===== src/rtl/motoro3_pkg.sv =====
// rtl/motoro3_pkg.sv - shared state encoding, step constants and strobe offsets for the motoro3 sequencer
package motoro3_pkg;

    typedef enum logic [1:0] {
        IDLE  = 2'd0,
        START = 2'd1,
        RUN   = 2'd2,
        STOP  = 2'd3
    } seq_state_t;

    localparam int         STEP_NUM     = 12;
    localparam logic [3:0] STEP_LAST    = 4'(STEP_NUM - 1);
    localparam int         MIN_STEP_LEN = 8;

    localparam int FIRST2_OFS = 1;
    localparam int FIRST1_OFS = 2;
    localparam int LAST2_VAL  = 1;
    localparam int LAST1_VAL  = 0;

    // Final step of an electrical cycle for the given rotation direction.
    function automatic logic [3:0] dir_last_step(input logic rev, input logic [3:0] last);
        return rev ? 4'd0 : last;
    endfunction

endpackage


===== src/rtl/motoro3_step_timer.sv =====
// rtl/motoro3_step_timer.sv - shadowed step length, m3cnt down-counter and the four step strobes
module motoro3_step_timer
    import motoro3_pkg::*;
#(
    parameter int CNT_W   = 25,
    parameter int MIN_LEN = 8
) (
    input  logic             clk,
    input  logic             nRst,
    input  logic             sample,
    input  logic             load,
    input  logic             active,
    input  logic             clear,
    input  logic [CNT_W-1:0] step_len,
    output logic [CNT_W-1:0] cnt,
    output logic             first2,
    output logic             first1,
    output logic             last2,
    output logic             last1
);

    localparam logic [CNT_W-1:0] MIN_L = CNT_W'(MIN_LEN);
    localparam logic [CNT_W-1:0] ONE   = CNT_W'(1);

    logic [CNT_W-1:0] shadow;
    logic [CNT_W-1:0] eff_len;

    assign eff_len = (step_len < MIN_L) ? MIN_L : step_len;

    always_ff @(posedge clk or negedge nRst) begin
        if (!nRst) begin
            shadow <= MIN_L;
            cnt    <= '0;
        end else begin
            if (sample || (active && last1))
                shadow <= eff_len;
            if (clear)
                cnt <= '0;
            else if (load)
                cnt <= shadow - ONE;
            else if (active)
                cnt <= last1 ? eff_len - ONE : cnt - ONE;
        end
    end

    // Decoded from registers only, so consumers sampling on negedge see stable values.
    assign first2 = active && (cnt == shadow - CNT_W'(FIRST2_OFS));
    assign first1 = active && (cnt == shadow - CNT_W'(FIRST1_OFS));
    assign last2  = active && (cnt == CNT_W'(LAST2_VAL));
    assign last1  = active && (cnt == CNT_W'(LAST1_VAL));

endmodule


===== src/rtl/motoro3_step_sequencer.sv =====
// rtl/motoro3_step_sequencer.sv - 12-step commutation sequencer; MOTORO3_SEQ_DIR_EN adds reverse direction
module motoro3_step_sequencer #(
    parameter int STEP_NUM     = motoro3_pkg::STEP_NUM,
    parameter int CNT_W        = 25,
    parameter int MIN_STEP_LEN = motoro3_pkg::MIN_STEP_LEN
) (
    input  logic             clk,
    input  logic             nRst,
    input  logic             m3r_run,
`ifdef MOTORO3_SEQ_DIR_EN
    input  logic             m3r_dir,
`endif
    input  logic [CNT_W-1:0] m3r_stepLen,
    input  logic [15:0]      m3r_pwmLENpos,
    output logic [3:0]       sgStep,
    output logic [CNT_W-1:0] m3cnt,
    output logic             m3cntFirst2,
    output logic             m3cntFirst1,
    output logic             m3cntLast2,
    output logic             m3cntLast1,
    output logic             pwmActive1,
    output logic             pwmLastStep1,
    output logic [15:0]      pwmLENpos,
    output logic [15:0]      cycleCnt
);

    import motoro3_pkg::seq_state_t;
    import motoro3_pkg::IDLE;
    import motoro3_pkg::START;
    import motoro3_pkg::RUN;
    import motoro3_pkg::STOP;
    import motoro3_pkg::dir_last_step;

    localparam logic [3:0] LAST = 4'(STEP_NUM - 1);

    seq_state_t state;
    logic       stop_req;
    logic       dir_q;
    logic       dir_in;
    logic       active;
    logic       stop_now;
    logic       finish;
    logic       boundary;
    logic       dir_nxt;
    logic [3:0] step_nxt;

`ifdef MOTORO3_SEQ_DIR_EN
    assign dir_in = m3r_dir;
`else
    assign dir_in = 1'b0;
`endif

    assign active   = (state == RUN) || (state == STOP);
    assign stop_now = stop_req || !m3r_run;
    assign finish   = (state == STOP) && m3cntLast1;

    // Direction only changes when leaving the last step of the current order.
    always_comb begin
        boundary = (sgStep == dir_last_step(dir_q, LAST));
        dir_nxt  = boundary ? dir_in : dir_q;
        if (boundary)
            step_nxt = dir_nxt ? LAST : 4'd0;
        else if (dir_q)
            step_nxt = sgStep - 4'd1;
        else
            step_nxt = sgStep + 4'd1;
    end

    motoro3_step_timer #(
        .CNT_W   (CNT_W),
        .MIN_LEN (MIN_STEP_LEN)
    ) u_timer (
        .clk      (clk),
        .nRst     (nRst),
        .sample   ((state == IDLE) && m3r_run),
        .load     (state == START),
        .active   (active),
        .clear    (finish),
        .step_len (m3r_stepLen),
        .cnt      (m3cnt),
        .first2   (m3cntFirst2),
        .first1   (m3cntFirst1),
        .last2    (m3cntLast2),
        .last1    (m3cntLast1)
    );

    always_ff @(posedge clk or negedge nRst) begin
        if (!nRst) begin
            state        <= IDLE;
            sgStep       <= '0;
            pwmActive1   <= 1'b0;
            pwmLastStep1 <= 1'b0;
            pwmLENpos    <= '0;
            cycleCnt     <= '0;
            stop_req     <= 1'b0;
            dir_q        <= 1'b0;
        end else begin
            case (state)
                IDLE: begin
                    stop_req <= 1'b0;
                    if (m3r_run)
                        state <= START;
                end
                START: begin
                    sgStep     <= '0;
                    pwmLENpos  <= m3r_pwmLENpos;
                    cycleCnt   <= '0;
                    dir_q      <= dir_in;
                    pwmActive1 <= 1'b1;
                    state      <= RUN;
                end
                RUN: begin
                    if (!m3r_run)
                        stop_req <= 1'b1;
                    if (m3cntLast1) begin
                        sgStep    <= step_nxt;
                        pwmLENpos <= m3r_pwmLENpos;
                        dir_q     <= dir_nxt;
                        if (boundary && cycleCnt != 16'hFFFF)
                            cycleCnt <= cycleCnt + 16'd1;
                        if (stop_now && step_nxt == dir_last_step(dir_nxt, LAST)) begin
                            state        <= STOP;
                            pwmLastStep1 <= 1'b1;
                        end
                    end else if (stop_now && boundary) begin
                        state        <= STOP;
                        pwmLastStep1 <= 1'b1;
                    end
                end
                STOP: begin
                    if (m3cntLast1) begin
                        state        <= IDLE;
                        sgStep       <= '0;
                        pwmActive1   <= 1'b0;
                        pwmLastStep1 <= 1'b0;
                        stop_req     <= 1'b0;
                    end
                end
                default: state <= IDLE;
            endcase
        end
    end

endmodule


===== config.mk =====
export PLATFORM = sky130hd
export DESIGN_NAME = motoro3_step_sequencer
export DESIGN_NICKNAME = d
export VERILOG_FILES = /design/src/rtl/motoro3_pkg.sv /design/src/rtl/motoro3_step_timer.sv /design/src/rtl/motoro3_step_sequencer.sv
export SDC_FILE = /design/constraint.sdc
export NUM_CORES = 1
export LEC_CHECK = 0
export ABC_CLOCK_PERIOD_IN_PS = 4300
export CAP_MARGIN = 10
export CORE_UTILIZATION = 49
export CTS_CLUSTER_DIAMETER = 60
export DETAILED_ROUTE_END_ITERATION = 12
export PLACE_DENSITY = 0.74
export SYNTH_ARGS = -nofsm -noshare
export SYNTH_HDL_FRONTEND = slang
export SYNTH_SLANG_ARGS = --single-unit
export TNS_END_PERCENT = 10

===== constraint.sdc =====
create_clock -name clk -period 4.3 [get_ports clk]
set_input_delay 1.075 -clock clk [delete_from_list [all_inputs] [get_ports clk]]
set_output_delay 1.075 -clock clk [all_outputs]
set_load 0.005 [all_outputs]

==> metrics.cfg <==
[outcome]
outcome = completed

[min_path]
hold_depth = 1
min-delay-start = pwmLENpos[9]$_DFFE_PN0P_
min_path_type = reg2reg
min_to = pwmLENpos[9]$_DFFE_PN0P_

[worst_setup_path]
crit_path_max_incr_delay_ns = 0.40
critPathRequiredTime_ns = 3.22
slowest_stage = dfrtp_1
start_kind = register
r2r-start = u_timer.cnt[1]$_DFFE_PN0P_
crit_type = reg2out
end_kind = primary output
crit_path_max_fanout = 7
worstPathArrival_ns = 2.98
crit_chain = inv_1 -> ha_2 -> nor3b_2 -> buf_4 -> nand2_1 -> nor3_2 -> buf_4 -> xnor2_1 -> a211o_1 -> a2111oi_2 -> dlygate4sd2_1
reg2reg_to = u_timer.cnt[9]$_DFFE_PN0P_
crit_path_frequent_cell = buf_4
reg2reg_depth = 10
reg2reg_slack_ns = 0.67
critPathBufInv = 4
critical-path-top-delay-family = buffers and inverters

[detailed_routing]
finalWirelength_um = 22170
remaining_drc_errors = 0
vias = 6951
first_iter_violations = 663
first_pass_iters = 5
post_drt_wl_per_cell_um = 19.48
avgViaCountPerCell = 6.108
drtAntennaViolNets = 0

[placement]
place_hpwl_um = 16580
place_area_mm2 = 0.008660
dp_slack_ns = -0.06994
numPortBuffers = 110
placed_cells = 1118
place.gp.congestion = 0.9955

[clocking]
cts_root_buffer = clkbuf_16
cts_sinks = 92
clk_latency_ns = 0.36
clk_pin_slew_worst_paths_ns = 0.07
clock_path_buffers = 2
cts_tree = built
cts_made_buffers = 9
h-tree-depth = 3

[sta]
slew_violations = 0
clock.fmax_mhz = 246.4
relSlewSlack_pct = 27.31
fin_worst_skew_ns = 0.01212
worstMarginPinSlew_ns = 1.090
setup_tns_ns = 0
period_needed_ns = 4.058
fin_ws_ns = 0.2423
rsz0062_at_grt = false
finalHoldViolCount = 0
finalSetupViolations = 0
fin_crit_sh_pct = 94.37

[finish]
multiInputGateArea_mm2 = 0.004432
diodes = 0
post-route-util_pct = 65.07
drive_above_1_share_pct = 18.06
fillCellCount = 1162
areaGrowthSynthToFinish_pct = 29.25
fin_cells = 1138
register_area_mm2 = 0.002305
fin_area_mm2 = 0.009067
nNetsFinal = 1012

[logic_synthesis]
async_reset_ff_share_pct = 100.0
yosysSeqAreaShare_pct = 32.83
avgSynthCellArea_um2 = 8.758
ys_seq_elements = 92
synth.distinct_cells = 72
synth_area_mm2 = 0.007015
syn_nets = 860
syn-instance-count = 801
ys.flop_type = dfrtp_1
yosysWarnings = 0
synth_edf_count = 0

[flow_run]
drv_cap = 0

[global_route]
grt.overflow.total = 0
globalRouteTotalUtil_pct = 31.51
grt_pass1_vias = 6644
grt_pass1_wl_um = 35550
grt_max_degree = 64
antenna_found_initial = 0

[floorplan]
dieArea_mm2 = 0.01480
core_area_mm2 = 0.01393
die_w_um = 121.7
rows = 43
fp.dieH_um = 121.7
ioPinCount = 111
start_util_pct = 50.35

[power_and_ir_drop]
peakVddDrop_mv = 0.4188
leakage_nw = 3.564
p_per_area_mw_per_mm2 = 683.5

[placed cells by master, fill, tap and decap left out, drive strengths merged, types with 6 or more instances in the layout]
cell           instances
clkdlybuf4s50        107
dfrtp                 91
buf                   81
nor2                  78
nand2                 67
xnor2                 65
xor2                  49
mux2                  39
nor3                  37
o21ai                 33
a21oi                 33
nor4                  28
inv                   27
nand4                 23
o211ai                17
nand3                 17
ha                    14
a211oi                11
nand2b                10
and3                  10
clkbuf                 9
nor3b                  8
or3                    8
and2                   7
o31ai                  6
or4                    6
[cells by family after synthesis]
kind of cell,share of synthesized area (%)
AO/OA/AOI/OAI,14.23
XOR/XNOR,14.34
flip-flops,32.83
multiplexers,6.831
adder cells (fa/ha/maj),2.782
buffers and inverters,4.887
AND/OR/NAND/NOR,24.10
[metal layers]
metal	wire (µm)	GRT usage [%]	vias up
met4	1122	17.82	0
met3	2019	5.618	73
met5	0	0	-
li1	-	-	3187
met1	9423	43.91	3275
met2	9603	45.81	416
[how the worst max path moves through the flow]
| stage | depth (start not counted) | endpoint | startpoint | slack, ns |
|---|---|---|---|---|
| 2_1_floorplan | 12 | u_timer.cnt[18]$_DFFE_PN0P_ | m3r_stepLen[9] | 0.51 |
| 3_3_place_gp | 13 | u_timer.cnt[18]$_DFFE_PN0P_ | m3r_stepLen[14] | -0.02 |
| 3_5_place_dp | 13 | u_timer.cnt[18]$_DFFE_PN0P_ | m3r_stepLen[14] | -0.07 |
| 4_1_cts | 12 | m3cntFirst2 | u_timer.shadow[1]$_DFFE_PN0P_ | 0.003 |
| 5_1_grt | 13 | u_timer.cnt[18]$_DFFE_PN0P_ | m3r_stepLen[14] | 0.06 |
| 6_report | 11 | m3cntFirst1 | u_timer.shadow[1]$_DFFE_PN0P_ | 0.24 |
[what timing repair did]
item | 4_1_cts | 5_1_grt
pin swaps | 2 | 6
hold buffers | 0 | 0
setup buffers | 2 | 2
resized for setup | 4 | 11
hold endpoints to repair | 0 | 0
gates cloned | 0 | 0
endpoints found under the setup margin | 2 | 1
[cell type report]
cell class | instances | area share, %
Multi-Input combinational cell | 638 | 48.88
Sequential cell | 92 | 25.42
Timing Repair Buffer | 190 | 18.75
Clock buffer | 9 | 2.484
Tap cell | 180 | 2.484
Clock inverter | 7 | 1.076
Inverter | 22 | 0.9107
[report_power, final]
part	total (mW)	internal (mW)	leakage (nW)	switching, mW
registers	1.78	1.21	1.14	0.576
clock network	0.869	0.473	0.159	0.396
logic	3.54	1.73	2.26	1.81
total	6.20	3.41	3.56	2.78
[Yosys cell counts (9+ instances only)]
| master | count | area [µm²] |
|---|---|---|
| nand4_1 | 23 | 143.9 |
| nand2_1 | 67 | 251.5 |
| nor4_1 | 24 | 150.1 |
| mux2_2 | 39 | 439.2 |
| a211oi_1 | 11 | 82.58 |
| dfrtp_1 | 91 | 2277 |
| a21oi_1 | 33 | 165.2 |
| buf_2 | 9 | 45.04 |
| nand3_1 | 16 | 80.08 |
| nand2b_1 | 10 | 62.56 |
| nor2_1 | 77 | 289.0 |
| o211ai_1 | 17 | 127.6 |
| nor3_1 | 36 | 180.2 |
| clkbuf_1 | 31 | 116.4 |
| ha_1 | 14 | 175.2 |
| o21ai_0 | 33 | 165.2 |
| and3_1 | 10 | 62.56 |
| inv_1 | 22 | 82.58 |
| xnor2_1 | 64 | 560.5 |
| xor2_1 | 49 | 429.2 |
[sequential cells by signal, indices dropped and copies added, names as in the netlist]
name,flops
u_timer.cnt,25
u_timer.shadow,25
cycleCnt,16
pwmLENpos,16
sgStep,4
state,2
dir_q,1
pwmActive1,1
pwmLastStep1,1
stop_req,1
[metrics by stage]
stage               hold WS (ns)  total power [mW]
CTS                       0.5100             6.108
detailed placement        0.4936             5.200
global route              0.5360             6.585
global placement          0.4869             5.150
finish                    0.5042             6.197
floorplan                 0.4687             3.951
Note: power is estimated with default switching activity, not from simulation.
